==> src/rtl/dac_event_ttl_gen.sv <==
`default_nettype none
// ============================================================================
// Module : dac_event_ttl_gen
// Brief  : Turns DAC threshold/window flag rising edges into width-programmable
//          TTL pulses with refractory hold-off and a saturating event counter.
//          Optional macro DAC_EVENT_TIMESTAMP_EN adds event timestamp capture.
// Rev    : 1.0 - initial release
// ============================================================================
module dac_event_ttl_gen #(
    parameter int unsigned SAMPLE_STATE   = 170,
    parameter int unsigned SAMPLE_CHANNEL = 0
) (
    input  logic        dataclk,
    input  logic        reset_n,
    input  logic [31:0] main_state,
    input  logic [5:0]  channel,
    input  logic        DAC_thrsh_out,
    input  logic        DAC_fsm_inwin_out,
    input  logic        event_en,
    input  logic        event_use_window,
    input  logic [15:0] pulse_width,
    input  logic [15:0] refractory,
    input  logic        event_count_clr,
    output logic        event_ttl,
    output logic        event_strobe,
    output logic        event_busy,
    output logic [15:0] event_count
`ifdef DAC_EVENT_TIMESTAMP_EN
    ,
    input  logic [31:0] timestamp,
    output logic [31:0] event_timestamp
`endif
);

    localparam logic [31:0] c_sample_state   = 32'(SAMPLE_STATE);
    localparam logic [5:0]  c_sample_channel = 6'(SAMPLE_CHANNEL);

    typedef enum logic [1:0] {
        IDLE    = 2'd0,
        PULSE   = 2'd1,
        REFRACT = 2'd2
    } state_t;

    state_t      state_q, state_d;
    logic [15:0] cnt_q, cnt_d;
    logic [15:0] refr_q, refr_d;
    logic [15:0] count_q, count_d;
    logic        ttl_q, ttl_d;
    logic        stb_q, stb_d;
    logic        cond_prev_q, cond_prev_d;

    logic w_strobe;
    logic w_cond;
    logic w_rise;
    logic w_accept;

    assign w_strobe = (main_state == c_sample_state) && (channel == c_sample_channel);
    assign w_cond   = event_use_window ? DAC_fsm_inwin_out : DAC_thrsh_out;
    assign w_rise   = w_strobe && w_cond && !cond_prev_q;
    assign w_accept = (state_q == IDLE) && w_rise && event_en;

    always_comb begin
        state_d     = state_q;
        cnt_d       = cnt_q;
        refr_d      = refr_q;
        ttl_d       = ttl_q;
        stb_d       = 1'b0;
        cond_prev_d = w_strobe ? w_cond : cond_prev_q;

        if (!event_en) begin
            state_d = IDLE;
            ttl_d   = 1'b0;
            cnt_d   = 16'd0;
        end else begin
            case (state_q)
                IDLE: begin
                    if (w_accept) begin
                        state_d = PULSE;
                        ttl_d   = 1'b1;
                        stb_d   = 1'b1;
                        cnt_d   = (pulse_width == 16'd0) ? 16'd0 : pulse_width - 16'd1;
                        refr_d  = refractory;
                    end
                end
                PULSE: begin
                    if (w_strobe) begin
                        if (cnt_q == 16'd0) begin
                            ttl_d = 1'b0;
                            if (refr_q != 16'd0) begin
                                state_d = REFRACT;
                                cnt_d   = refr_q - 16'd1;
                            end else begin
                                state_d = IDLE;
                            end
                        end else begin
                            cnt_d = cnt_q - 16'd1;
                        end
                    end
                end
                REFRACT: begin
                    // Rises are deliberately ignored here, even on the exiting strobe.
                    if (w_strobe) begin
                        if (cnt_q == 16'd0) begin
                            state_d = IDLE;
                        end else begin
                            cnt_d = cnt_q - 16'd1;
                        end
                    end
                end
                default: begin
                    state_d = IDLE;
                    ttl_d   = 1'b0;
                    cnt_d   = 16'd0;
                end
            endcase
        end

        count_d = count_q;
        if (event_count_clr) begin
            count_d = w_accept ? 16'd1 : 16'd0;
        end else if (w_accept && (count_q != 16'hFFFF)) begin
            count_d = count_q + 16'd1;
        end
    end

    always_ff @(posedge dataclk) begin
        if (!reset_n) begin
            state_q     <= IDLE;
            cnt_q       <= 16'd0;
            refr_q      <= 16'd0;
            count_q     <= 16'd0;
            ttl_q       <= 1'b0;
            stb_q       <= 1'b0;
            cond_prev_q <= 1'b0;
        end else begin
            state_q     <= state_d;
            cnt_q       <= cnt_d;
            refr_q      <= refr_d;
            count_q     <= count_d;
            ttl_q       <= ttl_d;
            stb_q       <= stb_d;
            cond_prev_q <= cond_prev_d;
        end
    end

    assign event_ttl    = ttl_q;
    assign event_strobe = stb_q;
    assign event_busy   = (state_q != IDLE);
    assign event_count  = count_q;

`ifdef DAC_EVENT_TIMESTAMP_EN
    logic [31:0] ts_q;

    always_ff @(posedge dataclk) begin
        if (!reset_n) begin
            ts_q <= 32'd0;
        end else if (w_accept) begin
            ts_q <= timestamp;
        end
    end

    assign event_timestamp = ts_q;
`endif

endmodule
`default_nettype wire

==> config.mk <==
export PLATFORM = sky130hd
export DESIGN_NAME = dac_event_ttl_gen
export DESIGN_NICKNAME = d
export VERILOG_FILES = /design/src/rtl/dac_event_ttl_gen.sv
export SDC_FILE = /design/constraint.sdc
export NUM_CORES = 1
export LEC_CHECK = 0
export ABC_AREA = 1
export ABC_CLOCK_PERIOD_IN_PS = 4100
export CAP_MARGIN = 30
export CORE_MARGIN = 2
export CORE_UTILIZATION = 54
export DETAILED_ROUTE_END_ITERATION = 8
export HOLD_SLACK_MARGIN = 0.08
export PLACE_DENSITY = 0.94
export SYNTH_ARGS = -nofsm -noshare
export SYNTH_HDL_FRONTEND = slang
export SYNTH_SLANG_ARGS = --single-unit
==> constraint.sdc <==
create_clock -name dataclk -period 4.1 [get_ports dataclk]
set_input_delay 1.025 -clock dataclk [delete_from_list [all_inputs] [get_ports dataclk]]
set_output_delay 1.025 -clock dataclk [all_outputs]
set_load 0.005 [all_outputs]
### Word-level counts from Yosys, hierarchy flattened

Index checks and enable logic that the tools add are counted.

| storage, ports and cells | value |
|---|---|
| flip-flop bits (word level) | 53 |
| output and inout bits | 19 |
| input bits | 77 |
| logic and storage cells | 67 |

| cells by class | value |
|---|---|
| multiplexer cells | 24 |
| bitwise operators | 1 |
| reduce and logical (&&, ||, !) cells | 20 |
| add/subtract/negate cells | 4 |
| equality and inequality tests | 11 |

Operators with widths:

| cell | count |
|---|---|
| $mux W16 | 9 |
| $pmux W16 S3 | 1 |
| $sub A16 B1 Y16 const B | 3 |
| $eq A32 B8 Y1 const B | 1 |
| $logic_not A16 Y1 | 2 |
| $add A16 B1 Y16 const B | 1 |
| $ne A16 B16 Y1 const B | 1 |
| $reduce_bool A16 Y1 | 1 |
| $mux W2 | 6 |
| $ne A2 B2 Y1 const B | 6 |
| $reduce_and A5 Y1 | 2 |
| $logic_and A1 B1 Y1 | 6 |
| $logic_not A6 Y1 | 1 |
| $mux W1 | 6 |
| $pmux W2 S3 | 1 |
| $reduce_and A3 Y1 | 2 |
| $reduce_and A4 Y1 | 1 |
| $reduce_bool A2 Y1 | 2 |
| $ne A3 B3 Y1 const B | 1 |
| $pmux W1 S3 | 1 |
| $eq A2 B1 Y1 const B | 1 |
| $eq A2 B2 Y1 const B | 1 |
| $logic_not A2 Y1 | 1 |
| $reduce_and A2 Y1 | 1 |
| 2 further kinds | 2 |

### Depth between registers and ports, before layout

| logic depth | value |
|---|---|
| word-level depth | 9 |
| mapped depth | 14 |
| depth with buffers taken out | 13 |

### Worst setup path after synthesis

Ideal clock, no wire load.

| path | value |
|---|---|
| kind | input -> register |
| start | input port main_state[5] |
| end | register cnt_q[11] |
| slack | 1.765 ns |
| arrival time | 2.222 ns |
| data required time | 3.987 ns |
| setup time | 0.113 ns |
| path buffers | 1 |
| stages on the path | 14 |
| path through | inv_1 nor2_2 nand2_1 nor2_1 inv_2 nor2_4 nand2_1 nand2_2 inv_1 a21oi_2 buf_4 nand3_1 nand2_1 nor2_1 |

| on the way | value |
|---|---|
| longest elaborated chain between the ends | 8 |
| elaborated cells between the ends (all ways) | 10 |
| those cells by class | 4 x eq/ne; 6 x reduce/logical |

RTL lines:

| item | line | text |
|---|---|---|
| from (decl) | 15 | `input logic [31:0] main_state,` |
| $eq A32 B8 Y1 (*) | 57 | `assign w_strobe = (main_state == c_sample_state) && (channel == c_sample_channel);` |
| $logic_and A1 B1 Y1 (*) | 57 |  |
| $logic_and A1 B1 Y1 (2 in series) | 59 | `assign w_rise = w_strobe && w_cond && !cond_prev_q;` |
| $logic_and A1 B1 Y1 (2 in series) | 60 | `assign w_accept = (state_q == IDLE) && w_rise && event_en;` |
| $ne A2 B2 Y1 (no line) | n/a |  |
| $reduce_and A5 Y1 (no line) (*) | n/a |  |
| to (signal assigned) | 137 | `cnt_q <= cnt_d;` |
| to (decl) | 45 | `logic [15:0] cnt_q, cnt_d;` |

Mark *: on every way between the ends. The rest lies on a longest branch, timed or not.
A chain may end at the register's enable or synchronous reset.

### Final worst setup path

| path | value |
|---|---|
| start | input port main_state[1] |
| end | register cnt_q[8] |

The elaborated chain is that of the path after synthesis.

==> reports/results.tsv <==
stage	metric	value	unit
power	leakagePower	0.00229	uW
synth	synth_top_cell_by_area	dfxtp_1	
global_route	grt_pass1_wl	21.0	mm
timing	fin_crit	3.00	ns
synth	synth_top_family_by_area	simple AND/OR/NAND/NOR gates	
detailed_routing	vias	4982	
global_route	antenna_found_initial	0	
synth	syn_nets	808	
placement	dpl_cell_area	0.00515	mm2
power	irDropWorstVdd	0.161	mV
worst_hold_path	worstHoldStart	refr_q[1]$_SDFFE_PN0P_	
cells_and_area	diodes	0	
clocking	cts_hold_buf	0	
timing	fin_crit_sh	73.2	%
clocking	htree_num_levels	2	
critical_path	r2r_end	event_count[2]$_SDFFE_PN0P_	
cells_and_area	area_growth	26.7	%
detailed_routing	firstDrtPassIters	5	
critical_path	critPathMaxStageDelay	0.49	ns
worst_hold_path	hp-class	flip-flop to flip-flop	
synth	netlist_area	0.00414	mm2
synth	synthFlopType	dfxtp_1	
synth	ys_seq_area_share	25.7	%
critical_path	cp_cell_sequence	clkdlybuf4s50_1, inv_1, nor2_2, inv_1, nor2_1, inv_2, nor2_4, nand2_1, nand2_2, inv_1, a21oi_2, nand3_1, nand2_1, nor2_1	
critical_path	worstPathArrival	3.23	ns
cells_and_area	fill_cells	618	
critical_path	crit_top_cell	inv_1	
floorplan	core	0.00733	mm2
detailed_routing	wl_per_cell	13.8	um
timing	final-hold-violation-count	0	
placement	hpwlAfterDp	9.90	mm
worst_hold_path	min_path_cells	2	
clocking	cts_buffer_depth	2	
cells_and_area	drive_above_1_share	4.29	%
timing	slew_headroom	56.8	%
synth	netlist_instances	725	
timing	tns	0	ns
timing	maxClockFrequency	333	MHz
timing	tightestPinTransition	0.649	ns
synth	netlist.area_leader.share	25.7	%
floorplan	ios	96	
clocking	clk-insertion-delay-late	0.32	ns
global_route	gr-total-overflow	0	
cells_and_area	design_area	0.00524	mm2
detailed_routing	avgViaCountPerCell	5.44	
floorplan	dieWidth	91.5	um
synth	ys_top_cells_by_area	dfxtp_1 (26%), nor2_1 (18%), nand2_1 (16%), nand3_1 (9.1%), inv_1 (6.4%)	
critical_path	path_class	input pin to flip-flop	
global_route	track_usage	30.4	%
timing	clock_skew	0.0152	ns
critical_path	ff2ff_path_depth	12	
floorplan	start_util	56.4	%
floorplan	die_height	91.5	um
synth	synthMuxAreaShare	0	%
synth	synth_compound_area_share	8.96	%
critical_path	endpoint_kind	flip-flop	
detailed_routing	drt_iter0_markers	383	
clocking	cts_tree	done	
power	design_power_total	973	uW
synth	synth-seq-cells	53	
synth	synth-adder-area-share	1.82	%
critical_path	crit_required	4.32	ns
critical_path	crit_path_max_fanout	13	
detailed_routing	route.detailed.drc	0	
clocking	cts-buffers-inserted	5	
synth	synth_xor_area_share	5.51	%
job	drv_cap	0	
detailed_routing	wl	12.7	mm
critical_path	cp-start-kind	input pin	
global_route	grt_max_degree	35	
placement	port_buffers	95	
synth	synth-edff-count	0	
status	status	complete, no violations	
floorplan	num_rows	31	
timing	rsz0062_at_grt	no	
cells_and_area	layout_commonest_cell	nor2_1	
clocking	clk_pin_slew	0.11	ns
synth	yosys.area_share.simple	49.3	%
critical_path	crit_slowest_cell	a21oi_2	
clocking	cts-root-buf	clkbuf_8	
critical_path	crit_start	main_state[1]	
placement	gp_congestion	0.928	
cells_and_area	final_cell_mix	nor2_1 (198), nand2_1 (175), clkdlybuf4s50_1 (95), nand3_1 (75), inv_1 (71)	
cells_and_area	num-nets-final	898	
clocking	clock-sinks	53	
clocking	post_cts_buffers	0	
synth	synth_area_per_cell	5.70	um2
worst_hold_path	hold_end	refr_q[1]$_SDFFE_PN0P_	
detailed_routing	final_antenna_net_count	0	
critical_path	r2r_setup_slack	1.87	ns
global_route	grt_pass1_vias	4639	
power	power_density	186	mW/mm2
critical_path	r2r_start	event_count[0]$_SDFFE_PN0P_	
synth	yosys.cell_types.count	30	
synth	async_reset_ff_share	0	%
floorplan	die_area	0.00837	mm2
synth	yosysWarnings	0	
timing	setup_viol	0	
clocking	post_cts_resized	0	
timing	slew_violations	0	
synth_stat cells (11+ instances only):
cell and count:
a211oi_1 16, nand4_1 11, dfxtp_1 53, nor2_1 198, nand2_1 175, xor2_1 19, a21oi_1 21, inv_1 71
o21ai_0 24, nand3_1 75
per-stage QoR:
step | worst slack (ns) | util [%] | hold WS, ns | cells
6_report | 1.10 | 71.5 | 0.503 | 915
4_1_cts | 1.16 | 71.5 | 0.495 | 915
2_1_floorplan | 1.77 | - | 0.454 | 725
3_3_place_gp | 0.951 | 70.3 | 0.450 | 907
5_1_grt | 0.948 | 71.5 | 0.523 | 915
3_5_place_dp | 0.841 | 70.3 | 0.460 | 907
kinds of logic (layout without fill, tap and decap cells):
logic type | after synthesis | after routing
AND/OR/NAND/NOR | 484 | 484
adder cells (fa/ha/maj) | 6 | 6
buffers and inverters | 92 | 183
flip-flops | 53 | 53
XOR/XNOR | 26 | 26
AO/OA/AOI/OAI | 64 | 64
per-layer routing:
layer  vias up  track usage, %  share of wire [%]
met5         -               0                  0
met4         0            7.70                2.0
met3        23            3.65                7.3
met2       217            54.0                 49
met1      2262            38.7                 41
li1       2480               -                  -
sequential cells by signal (all words and copies together) (netlist names):
signal        cells
cnt_q            16
event_strobe      1
cond_prev_q       1
event_ttl         1
event_count      16
state_q           2
refr_q           16
power breakdown:
| part | switching (uW) | total, uW | internal [uW] |
|---|---|---|---|
| Combinational | 66.6 | 150 | 83.8 |
| Clock | 187 | 309 | 122 |
| Sequential | 0.000000000967 | 514 | 514 |
final cells by class:
class | instances | area (um2) | area share (%)
Clock inverter | 3 | 21.3 | 0.406
Timing Repair Buffer | 96 | 958 | 18.3
Multi-Input combinational cell | 580 | 2710 | 51.7
Clock buffer | 5 | 68.8 | 1.31
Tap cell | 99 | 124 | 2.36
Inverter | 79 | 297 | 5.66
Sequential cell | 53 | 1060 | 20.2
worst max path at each step:
| stage | to | depth (start not counted) |
|---|---|---|
| finish | cnt_q[8]$_SDFFE_PN0P_ | 14 |
| global route | event_count[4]$_SDFFE_PN0P_ | 13 |
| CTS | event_count[14]$_SDFFE_PN0P_ | 13 |
| detailed placement | event_count[14]$_SDFFE_PN0P_ | 13 |
| global placement | cnt_q[11]$_SDFFE_PN0P_ | 12 |
| floorplan | cnt_q[11]$_SDFFE_PN0P_ | 14 |
worst max-delay path: cells and delay by family:
family	cells	cell delay, ns
and+or+nand+nor	8	1.02
AOI/OAI and AO/OA	1	0.49
buffers and inverters	5	0.69
No activity file was read; power rests on OpenSTA's default activity.
